`src/rtl/decode_stage_pkg.sv`:
```
// Shared decode definitions: RV32I opcode/funct fields, op_id encoding,
// execution unit and ROB entry type codes, and the slot state enum.
package decode_stage_pkg;

  localparam logic [6:0] OPCODE_LUI    = 7'b0110111;
  localparam logic [6:0] OPCODE_AUIPC  = 7'b0010111;
  localparam logic [6:0] OPCODE_JAL    = 7'b1101111;
  localparam logic [6:0] OPCODE_JALR   = 7'b1100111;
  localparam logic [6:0] OPCODE_BRANCH = 7'b1100011;
  localparam logic [6:0] OPCODE_LOAD   = 7'b0000011;
  localparam logic [6:0] OPCODE_STORE  = 7'b0100011;
  localparam logic [6:0] OPCODE_OPIMM  = 7'b0010011;
  localparam logic [6:0] OPCODE_OP     = 7'b0110011;

  localparam logic [6:0] FUNCT7_BASE = 7'b0000000;
  localparam logic [6:0] FUNCT7_ALT  = 7'b0100000;

  localparam logic [5:0] OPID_NOP   = 6'd0;
  localparam logic [5:0] OPID_LUI   = 6'd1;
  localparam logic [5:0] OPID_AUIPC = 6'd2;
  localparam logic [5:0] OPID_JAL   = 6'd3;
  localparam logic [5:0] OPID_JALR  = 6'd4;
  localparam logic [5:0] OPID_BEQ   = 6'd5;
  localparam logic [5:0] OPID_BNE   = 6'd6;
  localparam logic [5:0] OPID_BLT   = 6'd7;
  localparam logic [5:0] OPID_BGE   = 6'd8;
  localparam logic [5:0] OPID_BLTU  = 6'd9;
  localparam logic [5:0] OPID_BGEU  = 6'd10;
  localparam logic [5:0] OPID_LB    = 6'd11;
  localparam logic [5:0] OPID_LH    = 6'd12;
  localparam logic [5:0] OPID_LW    = 6'd13;
  localparam logic [5:0] OPID_LBU   = 6'd14;
  localparam logic [5:0] OPID_LHU   = 6'd15;
  localparam logic [5:0] OPID_SB    = 6'd16;
  localparam logic [5:0] OPID_SH    = 6'd17;
  localparam logic [5:0] OPID_SW    = 6'd18;
  localparam logic [5:0] OPID_ADDI  = 6'd19;
  localparam logic [5:0] OPID_SLTI  = 6'd20;
  localparam logic [5:0] OPID_SLTIU = 6'd21;
  localparam logic [5:0] OPID_XORI  = 6'd22;
  localparam logic [5:0] OPID_ORI   = 6'd23;
  localparam logic [5:0] OPID_ANDI  = 6'd24;
  localparam logic [5:0] OPID_SLLI  = 6'd25;
  localparam logic [5:0] OPID_SRLI  = 6'd26;
  localparam logic [5:0] OPID_SRAI  = 6'd27;
  localparam logic [5:0] OPID_ADD   = 6'd28;
  localparam logic [5:0] OPID_SUB   = 6'd29;
  localparam logic [5:0] OPID_SLL   = 6'd30;
  localparam logic [5:0] OPID_SLT   = 6'd31;
  localparam logic [5:0] OPID_SLTU  = 6'd32;
  localparam logic [5:0] OPID_XOR   = 6'd33;
  localparam logic [5:0] OPID_SRL   = 6'd34;
  localparam logic [5:0] OPID_SRA   = 6'd35;
  localparam logic [5:0] OPID_OR    = 6'd36;
  localparam logic [5:0] OPID_AND   = 6'd37;

  typedef enum logic [1:0] {
    UNIT_ALU  = 2'd0,
    UNIT_BR   = 2'd1,
    UNIT_LSB  = 2'd2,
    UNIT_NONE = 2'd3
  } unit_e;

  typedef enum logic [2:0] {
    ROBTYPE_REG     = 3'd0,
    ROBTYPE_BRANCH  = 3'd1,
    ROBTYPE_STORE   = 3'd2,
    ROBTYPE_LOAD    = 3'd3,
    ROBTYPE_JUMP    = 3'd4,
    ROBTYPE_ILLEGAL = 3'd5
  } robtype_e;

  typedef enum logic {
    SLOT_EMPTY = 1'b0,
    SLOT_FULL  = 1'b1
  } slot_e;

endpackage

```
`src/rtl/decode_stage_comb.sv`:
```
// decode_comb: purely combinational RV32I decoder. Unknown encodings raise
// illegal_o and present the trap view (unit NONE, rob type ILLEGAL, NOP,
// all register indices and valids zero).
module decode_comb import decode_stage_pkg::*; #(
  parameter int IMM_W  = 32,
  parameter int OPID_W = 6
) (
  input  logic [31:0]       inst_i,
  output logic              illegal_o,
  output logic [1:0]        unit_o,
  output logic [OPID_W-1:0] op_o,
  output logic [IMM_W-1:0]  imm_o,
  output logic [4:0]        rd_o,
  output logic [4:0]        rs1_o,
  output logic [4:0]        rs2_o,
  output logic              rdValid_o,
  output logic              rs1Valid_o,
  output logic              rs2Valid_o,
  output logic [2:0]        robType_o
);

  logic [6:0] opcode;
  logic [2:0] funct3;
  logic [6:0] funct7;
  logic [4:0] rdIdx, rs1Idx, rs2Idx;
  logic [IMM_W-1:0] immI, immS, immB, immU, immJ, immShamt;

  assign opcode = inst_i[6:0];
  assign funct3 = inst_i[14:12];
  assign funct7 = inst_i[31:25];
  assign rdIdx  = inst_i[11:7];
  assign rs1Idx = inst_i[19:15];
  assign rs2Idx = inst_i[24:20];

  assign immI     = IMM_W'($signed(inst_i[31:20]));
  assign immS     = IMM_W'($signed({inst_i[31:25], inst_i[11:7]}));
  assign immB     = IMM_W'($signed({inst_i[31], inst_i[7], inst_i[30:25], inst_i[11:8], 1'b0}));
  assign immU     = IMM_W'($signed({inst_i[31:12], 12'h000}));
  assign immJ     = IMM_W'($signed({inst_i[31], inst_i[19:12], inst_i[20], inst_i[30:21], 1'b0}));
  assign immShamt = IMM_W'(inst_i[24:20]);

  logic       illegal, useRd, useRs1, useRs2;
  logic [5:0] opSel;
  logic [1:0] unitSel;
  logic [2:0] robSel;
  logic [IMM_W-1:0] immSel;

  // Classify the opcode, pick the immediate format and the op_id, and flag
  // any encoding outside RV32I base integer as illegal.
  always_comb begin
    illegal = 1'b0;
    useRd   = 1'b0;
    useRs1  = 1'b0;
    useRs2  = 1'b0;
    opSel   = OPID_NOP;
    unitSel = UNIT_ALU;
    robSel  = ROBTYPE_REG;
    immSel  = '0;
    case (opcode)
      OPCODE_LUI: begin
        opSel = OPID_LUI; immSel = immU; useRd = 1'b1;
      end
      OPCODE_AUIPC: begin
        opSel = OPID_AUIPC; immSel = immU; useRd = 1'b1;
      end
      OPCODE_JAL: begin
        opSel = OPID_JAL; unitSel = UNIT_BR; robSel = ROBTYPE_JUMP;
        immSel = immJ; useRd = 1'b1;
      end
      OPCODE_JALR: begin
        opSel = OPID_JALR; unitSel = UNIT_BR; robSel = ROBTYPE_JUMP;
        immSel = immI; useRd = 1'b1; useRs1 = 1'b1;
        illegal = (funct3 != 3'b000);
      end
      OPCODE_BRANCH: begin
        unitSel = UNIT_BR; robSel = ROBTYPE_BRANCH; immSel = immB;
        useRs1 = 1'b1; useRs2 = 1'b1;
        case (funct3)
          3'b000:  opSel = OPID_BEQ;
          3'b001:  opSel = OPID_BNE;
          3'b100:  opSel = OPID_BLT;
          3'b101:  opSel = OPID_BGE;
          3'b110:  opSel = OPID_BLTU;
          3'b111:  opSel = OPID_BGEU;
          default: illegal = 1'b1;
        endcase
      end
      OPCODE_LOAD: begin
        unitSel = UNIT_LSB; robSel = ROBTYPE_LOAD; immSel = immI;
        useRd = 1'b1; useRs1 = 1'b1;
        case (funct3)
          3'b000:  opSel = OPID_LB;
          3'b001:  opSel = OPID_LH;
          3'b010:  opSel = OPID_LW;
          3'b100:  opSel = OPID_LBU;
          3'b101:  opSel = OPID_LHU;
          default: illegal = 1'b1;
        endcase
      end
      OPCODE_STORE: begin
        unitSel = UNIT_LSB; robSel = ROBTYPE_STORE; immSel = immS;
        useRs1 = 1'b1; useRs2 = 1'b1;
        case (funct3)
          3'b000:  opSel = OPID_SB;
          3'b001:  opSel = OPID_SH;
          3'b010:  opSel = OPID_SW;
          default: illegal = 1'b1;
        endcase
      end
      OPCODE_OPIMM: begin
        immSel = immI; useRd = 1'b1; useRs1 = 1'b1;
        case (funct3)
          3'b000: opSel = OPID_ADDI;
          3'b010: opSel = OPID_SLTI;
          3'b011: opSel = OPID_SLTIU;
          3'b100: opSel = OPID_XORI;
          3'b110: opSel = OPID_ORI;
          3'b111: opSel = OPID_ANDI;
          3'b001: begin
            opSel = OPID_SLLI; immSel = immShamt;
            illegal = (funct7 != FUNCT7_BASE);
          end
          default: begin
            opSel = inst_i[30] ? OPID_SRAI : OPID_SRLI; immSel = immShamt;
            illegal = (funct7 != FUNCT7_BASE) && (funct7 != FUNCT7_ALT);
          end
        endcase
      end
      OPCODE_OP: begin
        useRd = 1'b1; useRs1 = 1'b1; useRs2 = 1'b1;
        if (funct7 == FUNCT7_BASE) begin
          case (funct3)
            3'b000:  opSel = OPID_ADD;
            3'b001:  opSel = OPID_SLL;
            3'b010:  opSel = OPID_SLT;
            3'b011:  opSel = OPID_SLTU;
            3'b100:  opSel = OPID_XOR;
            3'b101:  opSel = OPID_SRL;
            3'b110:  opSel = OPID_OR;
            default: opSel = OPID_AND;
          endcase
        end else if (funct7 == FUNCT7_ALT && funct3 == 3'b000) begin
          opSel = OPID_SUB;
        end else if (funct7 == FUNCT7_ALT && funct3 == 3'b101) begin
          opSel = OPID_SRA;
        end else begin
          illegal = 1'b1;
        end
      end
      default: illegal = 1'b1;
    endcase
  end

  // Drive unused indices to zero and replace everything with the trap view
  // when the encoding is illegal.
  always_comb begin
    illegal_o  = illegal;
    unit_o     = illegal ? UNIT_NONE : unitSel;
    op_o       = illegal ? OPID_W'(OPID_NOP) : OPID_W'(opSel);
    imm_o      = illegal ? '0 : immSel;
    robType_o  = illegal ? ROBTYPE_ILLEGAL : robSel;
    rdValid_o  = !illegal && useRd && (rdIdx != 5'd0);
    rs1Valid_o = !illegal && useRs1;
    rs2Valid_o = !illegal && useRs2;
    rd_o       = rdValid_o  ? rdIdx  : 5'd0;
    rs1_o      = rs1Valid_o ? rs1Idx : 5'd0;
    rs2_o      = rs2Valid_o ? rs2Idx : 5'd0;
  end

endmodule

```
`src/rtl/decode_stage.sv`:
```
// decode_stage: single-slot registered decode between InstQueue and the
// Dispatcher/ROB/RegFile. Optional macro ILLEGAL_TRAP_EN keeps illegal
// instructions in the slot and dispatches them to the ROB only; without it
// they are popped and dropped.
module decode_stage import decode_stage_pkg::*; #(
  parameter int ADDR_W = 32,
  parameter int IMM_W  = 32,
  parameter int TAG_W  = 4,
  parameter int OPID_W = 6
) (
  input  logic              clk,
  input  logic              rst,
  input  logic              rdy,
  input  logic              flush,
  input  logic              iq_valid,
  input  logic [31:0]       iq_inst,
  input  logic [ADDR_W-1:0] iq_pc,
  output logic              iq_pop,
  input  logic              rob_full,
  input  logic              alu_rs_full,
  input  logic              br_rs_full,
  input  logic              lsb_rs_full,
  input  logic [TAG_W-1:0]  rob_tag,
  output logic              disp_fire,
  output logic              out_valid,
  output logic [1:0]        out_unit,
  output logic [OPID_W-1:0] out_op_id,
  output logic [ADDR_W-1:0] out_pc,
  output logic [IMM_W-1:0]  out_imm,
  output logic [4:0]        out_rd,
  output logic [4:0]        out_rs1,
  output logic [4:0]        out_rs2,
  output logic              out_rd_valid,
  output logic              out_rs1_valid,
  output logic              out_rs2_valid,
  output logic [2:0]        out_rob_type,
  output logic [TAG_W-1:0]  out_rd_tag,
  output logic              out_illegal
);

  typedef struct packed {
    logic [1:0]        unit;
    logic [OPID_W-1:0] op;
    logic [ADDR_W-1:0] pc;
    logic [IMM_W-1:0]  imm;
    logic [4:0]        rd;
    logic [4:0]        rs1;
    logic [4:0]        rs2;
    logic              rdValid;
    logic              rs1Valid;
    logic              rs2Valid;
    logic [2:0]        robType;
  } slot_t;

  localparam slot_t SLOT_CLEAR = '{unit: UNIT_NONE, default: '0};

  slot_t decoded, slot_d, slot_q;
  slot_e state_d, state_q;
  logic  decIllegal, unitFull, fire, load, capture;

  decode_comb #(
    .IMM_W  (IMM_W),
    .OPID_W (OPID_W)
  ) u_decode (
    .inst_i     (iq_inst),
    .illegal_o  (decIllegal),
    .unit_o     (decoded.unit),
    .op_o       (decoded.op),
    .imm_o      (decoded.imm),
    .rd_o       (decoded.rd),
    .rs1_o      (decoded.rs1),
    .rs2_o      (decoded.rs2),
    .rdValid_o  (decoded.rdValid),
    .rs1Valid_o (decoded.rs1Valid),
    .rs2Valid_o (decoded.rs2Valid),
    .robType_o  (decoded.robType)
  );
  assign decoded.pc = iq_pc;

  // Handshake: the slot fires when its target unit and the ROB have room,
  // and refills from the queue whenever it is empty or leaving this cycle.
  always_comb begin
    case (slot_q.unit)
      UNIT_ALU: unitFull = alu_rs_full;
      UNIT_BR:  unitFull = br_rs_full;
      UNIT_LSB: unitFull = lsb_rs_full;
      default:  unitFull = 1'b0;
    endcase
    fire = rdy && (state_q == SLOT_FULL) && !flush && !rob_full && !unitFull;
    load = rdy && !flush && iq_valid && ((state_q == SLOT_EMPTY) || fire);
`ifdef ILLEGAL_TRAP_EN
    capture = load;
`else
    capture = load && !decIllegal;
`endif
  end

  // Slot occupancy next state; flush wins, a dropped illegal pop or a fire
  // with nothing captured leaves the slot empty.
  always_comb begin
    state_d = state_q;
    if (flush) begin
      state_d = SLOT_EMPTY;
    end else if (capture) begin
      state_d = SLOT_FULL;
    end else if (fire || load) begin
      state_d = SLOT_EMPTY;
    end
  end

  // Slot payload next value: new instruction on capture, cleared when empty.
  always_comb begin
    slot_d = slot_q;
    if (capture) begin
      slot_d = decoded;
    end else if (state_d == SLOT_EMPTY) begin
      slot_d = SLOT_CLEAR;
    end
  end

  // Slot state and payload registers.
  always_ff @(posedge clk or posedge rst) begin
    if (rst) begin
      state_q <= SLOT_EMPTY;
      slot_q  <= SLOT_CLEAR;
    end else begin
      state_q <= state_d;
      slot_q  <= slot_d;
    end
  end

`ifdef ILLEGAL_TRAP_EN
  logic illegal_q;

  // Illegal flag travels with the slot payload.
  always_ff @(posedge clk or posedge rst) begin
    if (rst) begin
      illegal_q <= 1'b0;
    end else if (capture) begin
      illegal_q <= decIllegal;
    end else if (state_d == SLOT_EMPTY) begin
      illegal_q <= 1'b0;
    end
  end
  assign out_illegal = illegal_q;
`else
  assign out_illegal = 1'b0;
`endif

  assign iq_pop        = load;
  assign disp_fire     = fire;
  assign out_rd_tag    = fire ? rob_tag : '0;
  assign out_valid     = (state_q == SLOT_FULL);
  assign out_unit      = slot_q.unit;
  assign out_op_id     = slot_q.op;
  assign out_pc        = slot_q.pc;
  assign out_imm       = slot_q.imm;
  assign out_rd        = slot_q.rd;
  assign out_rs1       = slot_q.rs1;
  assign out_rs2       = slot_q.rs2;
  assign out_rd_valid  = slot_q.rdValid;
  assign out_rs1_valid = slot_q.rs1Valid;
  assign out_rs2_valid = slot_q.rs2Valid;
  assign out_rob_type  = slot_q.robType;

endmodule
```
`config.mk`:
```
export PLATFORM = sky130hd
export DESIGN_NAME = decode_stage
export DESIGN_NICKNAME = d
export VERILOG_FILES = /design/src/rtl/decode_stage_pkg.sv /design/src/rtl/decode_stage_comb.sv /design/src/rtl/decode_stage.sv
export SDC_FILE = /design/constraint.sdc
export NUM_CORES = 1
export LEC_CHECK = 0
export ABC_AREA = 1
export CAP_MARGIN = 20
export CORE_MARGIN = 5
export CORE_UTILIZATION = 48
export CTS_BUF_LIST = sky130_fd_sc_hd__clkbuf_4 sky130_fd_sc_hd__clkbuf_8
export DETAILED_ROUTE_END_ITERATION = 7
export GPL_TIMING_DRIVEN = 0
export PLACE_DENSITY = 0.83
export SLEW_MARGIN = 20
export SYNTH_ARGS = -nofsm -noshare
export SYNTH_HDL_FRONTEND = slang
export SYNTH_SLANG_ARGS = --single-unit
```
`constraint.sdc`:
```
create_clock -name clk -period 4.2 [get_ports clk]
set_input_delay 1.26 -clock clk [delete_from_list [all_inputs] [get_ports clk]]
set_output_delay 1.26 -clock clk [all_outputs]
set_load 0.005 [all_outputs]
```
==> results of run 1 <==
[area by class of cell]
cell class                      count  area share [%]
Tap cell                          140           2.335
Clock inverter                      7          0.9008
Sequential cell                    94           31.39
Inverter                           64           3.269
Clock buffer                        9           1.651
Multi-Input combinational cell    558           33.31
Buffer                             47           3.353
Timing Repair Buffer              177           23.79
[sequential cells by signal, summed over array words and instances (netlist names), 2 cells and up]
name	count
out_imm	32
out_op_id	6
out_pc	32
out_rd	5
out_rob_type	3
out_rs1	5
out_rs2	5
out_unit	2
[synthesized netlist by cell type]
| cell type | count |
|---|---|
| nor3_1 | 2 |
| nor2_2 | 9 |
| conb_1 | 1 |
| dfrtp_1 | 92 |
| buf_2 | 25 |
| buf_4 | 4 |
| nor3b_1 | 1 |
| o21ai_0 | 16 |
| dfstp_2 | 2 |
| o211ai_1 | 4 |
| nor2_1 | 38 |
| inv_2 | 4 |
| nand3_1 | 118 |
| nand2_1 | 297 |
| nand4_1 | 52 |
| o21ai_1 | 8 |
| nand2_2 | 5 |
| nand3_2 | 1 |
| a21oi_1 | 5 |
| nor2_4 | 1 |
| clkbuf_1 | 15 |
| buf_6 | 3 |
| inv_1 | 60 |
[what timing repair did]
item                       in CTS  in global routing
pin swaps                       2                  0
buffers inserted                2                  0
setup endpoints to repair       1                  1
gates resized for setup         9                  1
[placed cells by master (no fill, tap or decap), types with 2 or more instances in the layout]
cell / count
buf_2: 24
dlygate4sd2_1: 2
clkinvlp_4: 2
o21ai_0: 16
dfrtp_1: 92
a21oi_1: 5
nand4_1: 52
inv_1: 59
nor2_4: 2
nand2_1: 296
inv_2: 4
inv_8: 2
buf_4: 6
o21ai_1: 8
nor2_2: 9
o211ai_1: 4
nand2_2: 6
nand3_2: 2
nor2_1: 37
clkdlybuf4s50_1: 171
inv_6: 2
dfstp_2: 2
clkbuf_8: 9
clkbuf_1: 15
buf_6: 4
nand3_1: 117
[power groups by stage]
| stage | clock, mW | sequential [mW] | combinational [mW] |
|---|---|---|---|
| 2_1_floorplan | 0 | 0.925 | 0.0851 |
| 3_3_place_gp | 0 | 0.925 | 0.200 |
| 6_report | 0.603 | 0.907 | 0.211 |
| 5_1_grt | 0.648 | 0.908 | 0.230 |
| 3_5_place_dp | 0 | 0.925 | 0.205 |
| 4_1_cts | 0.610 | 0.907 | 0.208 |
[critical path, delay by kind of cell]
family	cells	cell delay [ps]
AND/OR/NAND/NOR	4	420
buffers and inverters	3	1170
[worst paths after layout]
path	from	endpoint	slack, ps	cells after the start
setup / recovery	rdy	out_rd_tag[3]	90	7
hold / removal	out_rs2_valid	out_rs2_valid	490	2
setup reg to reg	out_unit[1]	out_pc[3]	2120	10
hold reg to reg	out_rs2_valid	out_rs2_valid	490	2
max in group asynchronous	rst	out_unit[0]	2350	3
min in group asynchronous	rst	out_pc[0]	1220	2
[metrics by stage]
step | instance area (um2) | TNS, ps | hold WS [ps] | cells
6_report | 7501 | 0 | 487.0 | 1096
5_1_grt | 7501 | 0 | 501.3 | 1096
4_1_cts | 7498 | 0 | 491.5 | 1096
3_5_place_dp | 7268 | -592.1 | 463.6 | 1078
3_3_place_gp | 7236 | -86830 | 461.9 | 1077
2_1_floorplan | 5319 | 0 | 472.6 | 763
[cells by family after synthesis]
group           Yosys count
compound gates           33
buf+inv                 111
simple gates            524
flops                    94
other cells               1
[routing by layer]
layer / GRT usage [%] / up-vias / wire (um)
li1: - / 2841 / -
met1: 35.97 / 2717 / 7289
met2: 40.97 / 305 / 8030
met3: 5.632 / 40 / 1633
met4: 10.64 / 0 / 552
met5: 0 / - / 0
==> metrics.md, run 1 <==
| Metric | Value |
|---|---|
| Avg Vias per Cell | 5.386 |
| Pint | 1.229 mW |
| Clock Skew | 16.92 ps |
| Fmax | 243.1 MHz |
| Area taken by multi-input logic gates | 2499 um2 |
| Antenna violations before repair | 0 |
| I/O Buffers | 174 |
| Final setup fails | 0 |
| Clock buffer depth | 2 |
| Comb pwr share | 12.2% |
| Tightest Pin Transition | 548.9 ps |
| Worst setup path category | in -> out |
| Synth Area in Compound Gates | 3.293% |
| Via count | 5903 |
| CP max FO | 5 |
| Worst Path Required | 2940 ps |
| Worst Setup Slack, final | 86.15 ps |
| Number of global-route vias before repair | 5467 |
| Cells after Synth | 763 |
| Chip Width | 115.3 um |
| Seq/Total Area, Yosys | 44.27% |
| Setup crit start kind | input pin |
| Synth unique cells | 23 |
| Critical path's largest stage delay | 510 ps |
| Top post-synthesis cells by area | dfrtp_1 43%, nand2_1 21%, nand3_1 11% |
| # rows | 38 |
| Register area | 2355 um2 |
| Final core occ | 69.19% |
| Global placement routability congestion | 1.019 |
| Status | complete, no violations |
| Worst path cell trace | clkdlybuf4s50_1 > nand2_1 > nor3_2 > nand3_2 > buf_4 > nor2_1 > clkdlybuf4s50_1 |
| Routed wire length | 17.51 mm |
| Inserted Diodes | 0 |
| RSZ-0062 raised after global routing | no |
| First-pass GRT wire length | 27.61 mm |
| Syn avg cell area | 6.971 um2 |
| Maximum vdd drop | 0.0001831 V |
| H-tree depth | 3 |
| Final hold vios | 0 |
| DR pass1 iterations | 8 |
| Clock root cell | clkbuf_8 |
| FF+latch count, synth | 94 |
| Die Y | 115.3 um |
| Post-Synth Simple-Gate Area | 43.24% |
| Sw Share | 28.58% |
| GRT Overall Usage | 26.34% |
| Post-synthesis mux area share | 0% |
| Crit end category | output pin |
| CTS Sinks | 94 |
| Most frequent CP cell | clkdlybuf4s50_1 |
| Ports | 178 |
| Worst-path clk slew | 100 ps |
| Power Density | 229.4 nW/um2 |
| GRT Residual Overflow | 0 |
| Final Max Slew Viols | 0 |
| Worst-Skew Late Latency | 380 ps |
| Hold buffer count at CTS | 0 |
| Flop pwr share | 52.7% |
| # DRC | 0 |
| Antenna Nets Post-Route | 0 |
| Clock power share | 35.0% |
| Initial DRC Count | 541 |
| Area share of the largest cell type after synthesis | 43.28% |
| Slew HR | 63.40% |
| Mapped Area | 5319 um2 |
| # Max-Cap Violations | 0 |
| Largest net degree at the start of global routing | 62 |
| TritonCTS clock tree | done |
| Pre-CTS setup slack | -592.1 ps |
| Fillers | 948 |
| Net switching power | 0.4918 mW |
| Most area-hungry cell type in the Yosys netlist | dfrtp_1 |
| Tot Pwr | 1.721 mW |
| Total CTS buffers | 9 |
| Initial Utilization | 49.07% |
| Syn_nets | 840 |
| Area grow syn2layout | 41.03% |
| Final period utilization | 97.95% |
| Layout cell share with drive strength beyond 1 | 8.159% |
| Routed length per instance | 15.97 um |
| Die ar. | 13290 um2 |
| HP Class | reg -> reg |
| Final #Nets | 1028 |
| Min cycle time layout | 4114 ps |
| Xor/xnor share of the synthesized area | 0% |
| P_leak | 3.924 nW |
| Synth warnings | 0 |
| Core box area | 10840 um2 |
| CP Data Arrival Time | 2850 ps |
| Slowest CP cell | clkdlybuf4s50_1 |
| Largest family of logic cells by synthesized area | simple AND/OR/NAND/NOR gates |
| Detail Placement HPWL | 13.14 mm |
| Adder-cell area share of the yosys netlist | 0% |
Note: power is estimated with default switching activity, not from simulation.
==> run 2: changes to the inputs <==
--- a/config.mk
+++ b/config.mk
@@ -7,12 +7,15 @@
 export LEC_CHECK = 0
 export ABC_AREA = 1
 export CAP_MARGIN = 20
-export CORE_MARGIN = 5
-export CORE_UTILIZATION = 48
+export CELL_PAD_IN_SITES_DETAIL_PLACEMENT = 1
+export CELL_PAD_IN_SITES_GLOBAL_PLACEMENT = 1
+export CORE_MARGIN = 8
+export CORE_UTILIZATION = 33
 export CTS_BUF_LIST = sky130_fd_sc_hd__clkbuf_4 sky130_fd_sc_hd__clkbuf_8
 export DETAILED_ROUTE_END_ITERATION = 7
+export GPL_ROUTABILITY_DRIVEN = 0
 export GPL_TIMING_DRIVEN = 0
-export PLACE_DENSITY = 0.83
+export PLACE_DENSITY_LB_ADDON = 0.1
 export SLEW_MARGIN = 20
 export SYNTH_ARGS = -nofsm -noshare
 export SYNTH_HDL_FRONTEND = slang
==> run 2 against run 1 <==
Against the previous run: count of clock-buffer cells in the layout increased by 1; register-to-register slack got worse by 320 ps; total power increased by 4.4%; critical path depth increased by 1; setup slack got worse by 5.6 ps; core utilization decreased by 21 points; highest routed layer unchanged; clock skew decreased by 5.7 ps; non-clock buffer count increased by 5; cell count increased by 7.4%; sequential share of layout area decreased by 0.61 points.
==> metrics.md, run 2 (synthesized netlist as in run 1, its figures left out) <==
| Metric | Value |
|---|---|
| Routed length per instance | 18.75 um (+17%) |
| Total CTS buffers | 9 (unchanged) |
| Commonest non-fill, non-tap cell in the layout | nand2_1 |
| P_leak | 3.958 nW (+0.84%) |
| Core box area | 15830 um2 (+46%) |
| H-tree depth | 3 (unchanged) |
| Via count | 5963 (+1.0%) |
| Fmax | 242.8 MHz (-0.14%) |
| Layout cell share with drive strength beyond 1 | 8.741% (+0.58 points) |
| Status | complete, no violations |
| Worst-path clk slew | 100 ps (about the same) |
| CP Data Arrival Time | 2860 ps (about the same) |
| First-pass GRT wire length | 35.02 mm (+27%) |
| # rows | 46 (+21%) |
| Final period utilization | 98.08% (+0.13 points) |
| I/O Buffers | 174 (unchanged) |
| Setup crit start kind | input pin |
| Top sig layer | met4 |
| Hold buffer count at CTS | 0 (unchanged) |
| Worst-Skew Late Latency | 400 ps (+20 ps) |
| Routed wire length | 22.06 mm (+26%) |
| Met2 wire length | 11.01 mm (+37%) |
| TritonCTS clock tree | done |
| Area grow syn2layout | 43.80% |
| Antenna violations before repair | 0 (unchanged) |
| GRT Residual Overflow | 0 (unchanged) |
| Ports | 178 (unchanged) |
| Clock buffer depth | 2 (unchanged) |
| Antenna Nets Post-Route | 0 (unchanged) |
| Min cycle time layout | 4119 ps (+5.588 ps) |
| Setup TNS | 0 ps (unchanged) |
| Die Y | 143.0 um (+24%) |
| Chip Width | 143.0 um (+24%) |
| # Max-Cap Violations | 0 (unchanged) |
| Most frequent cells in the layout | 295 x nand2_1, 168 x clkdlybuf4s50_1, 117 x nand3_1 |
| DR pass1 iterations | 5 (-3) |
| Clock root cell | clkbuf_8 |
| Tightest Pin Transition | 667.1 ps (+118.1 ps) |
| Largest net degree at the start of global routing | 75 (+21%) |
| Avg Vias per Cell | 5.066 (-5.9%) |
| Number of global-route vias before repair | 6294 (+15%) |
| Met3 WL post-DR | 1.151 mm (-30%) |
| Placed Cells | 1154 (+7.1%) |
| Inserted Diodes | 0 (unchanged) |
| Non-Filler Instances | 1177 (+7.4%) |
| Final #Nets | 1033 (+0.49%) |
| Final core occ | 48.32% (-21 points) |
| Worst path cell trace | clkdlybuf4s50_1 > nand2_1 > nor3_2 > nand3_2 > buf_4 > buf_4 > inv_1 > clkdlybuf4s50_1 |
| Delay-heaviest family, CP | buffers and inverters |
| Tot Pwr | 1.796 mW (+4.4%) |
| Fillers | 2029 (+110%) |
| CTS Sinks | 94 (unchanged) |
| Power Density | 234.8 nW/um2 (+2.4%) |
| Final Max Slew Viols | 0 (unchanged) |
| Slowest CP cell | clkdlybuf4s50_1 |
| Worst setup path category | in -> out |
| Worst Path Required | 2940 ps (about the same) |
| Crit end category | output pin |
| Maximum vdd drop | 0.0001666 V (-9.0%) |
| Detail Placement HPWL | 17.59 mm (+34%) |
| Worst Hold Slack | 487.6 ps (+0.5960 ps) |
| Final setup fails | 0 (unchanged) |
| Critical path's largest stage delay | 500 ps (about the same) |
| Clock Skew | 11.22 ps (-5.701 ps) |
| Initial Utilization | 33.60% (-15 points) |
| # DRC | 0 (unchanged) |
| Slew HR | 55.53% (-7.9 points) |
| Final hold vios | 0 (unchanged) |
| WP buf/inv | 5 (+2) |
| Die ar. | 20440 um2 (+54%) |
| GRT Overall Usage | 22.05% (-4.3 points) |
| CP max FO | 5 (unchanged) |
| Metal1 wirelength | 9.545 mm (+31%) |
| HP Class | reg -> reg |
| Initial DRC Count | 318 (-41%) |
run 2: changes by cell type in the layout (fill, tap and decap cells not counted), sizes merged:
cell / change
buf: +5
clkinv: -2
clkdlybuf4s50: -3
bufinv: +1
dlygate4sd2: +4
dlymetal6s2s: -1
clkbuf: +1
run 2: what timing repair did:
| action | CTS | global route |
|---|---|---|
| endpoints found under the setup margin | 1 | 1 |
| resized for setup | 14 | 0 |
| cloned | 0 | 0 |
| pin swaps | 4 | 2 |
| buffers inserted | 6 | 1 |
| hold endpoints to repair | 0 | 0 |
run 2: metrics by stage:
| stage | setup WS (ps) | area [um2] |
|---|---|---|
| after global placement | -962.2 | 7331 |
| after floorplan | 494.6 | 5319 |
| final | 80.56 | 7649 |
| after global routing | -4.098 | 7649 |
| after detailed placement | -785.6 | 7363 |
| after CTS | 43.08 | 7641 |
run 2: metal layers:
| metal | up-vias | global-route usage [%] |
|---|---|---|
| met5 | - | 0 |
| met3 | 22 | 4.775 |
| met2 | 137 | 37.48 |
| met4 | 0 | 6.935 |
| li1 | 2848 | - |
| met1 | 2956 | 27.21 |
run 2: worst register-to-register path: stages, from the launching register on:
cell and delay (ps):
dfstp_2 550, inv_1 60, nand2_1 60, nand3_1 70, nand3_2 80, buf_4 110, nand2_2 60, buf_4 140
nor2_1 300, buf_2 320, clkbuf_1 390, nand2_1 110, nand2_1 90
run 2: path summary, 6_finish.rpt:
path	startpoint	end	slack, ps	depth (start not counted)
worst min-delay path	out_imm[19]	out_imm[19]	490	2
max in group asynchronous	rst	out_unit[1]	2340	3
worst max-delay path	rdy	disp_fire	80	8
worst min register to register	out_imm[19]	out_imm[19]	490	2
worst max register to register	out_unit[1]	out_pc[18]	1800	12
min in group asynchronous	rst	out_pc[1]	1180	2
run 2: layout make-up:
type                    instances  area [um2]  area share [%]
multi-input cells             558        2501           32.70
well taps                     216       270.3           3.533
inverters                      64       245.2           3.206
flip-flops and latches         94        2355           30.79
plain buffers                  47       251.5           3.288
clock inverters                 6       73.82          0.9652
clock buffers                  10       137.6           1.799
repair buffers                182        1814           23.72
run 2: report_power, final:
group	switching, mW	internal [mW]	leakage (nW)
combinational	0.125	0.0942	2.55
clock	0.369	0.300	0.101
sequential	0.00109	0.906	1.31
total	0.496	1.30	3.96
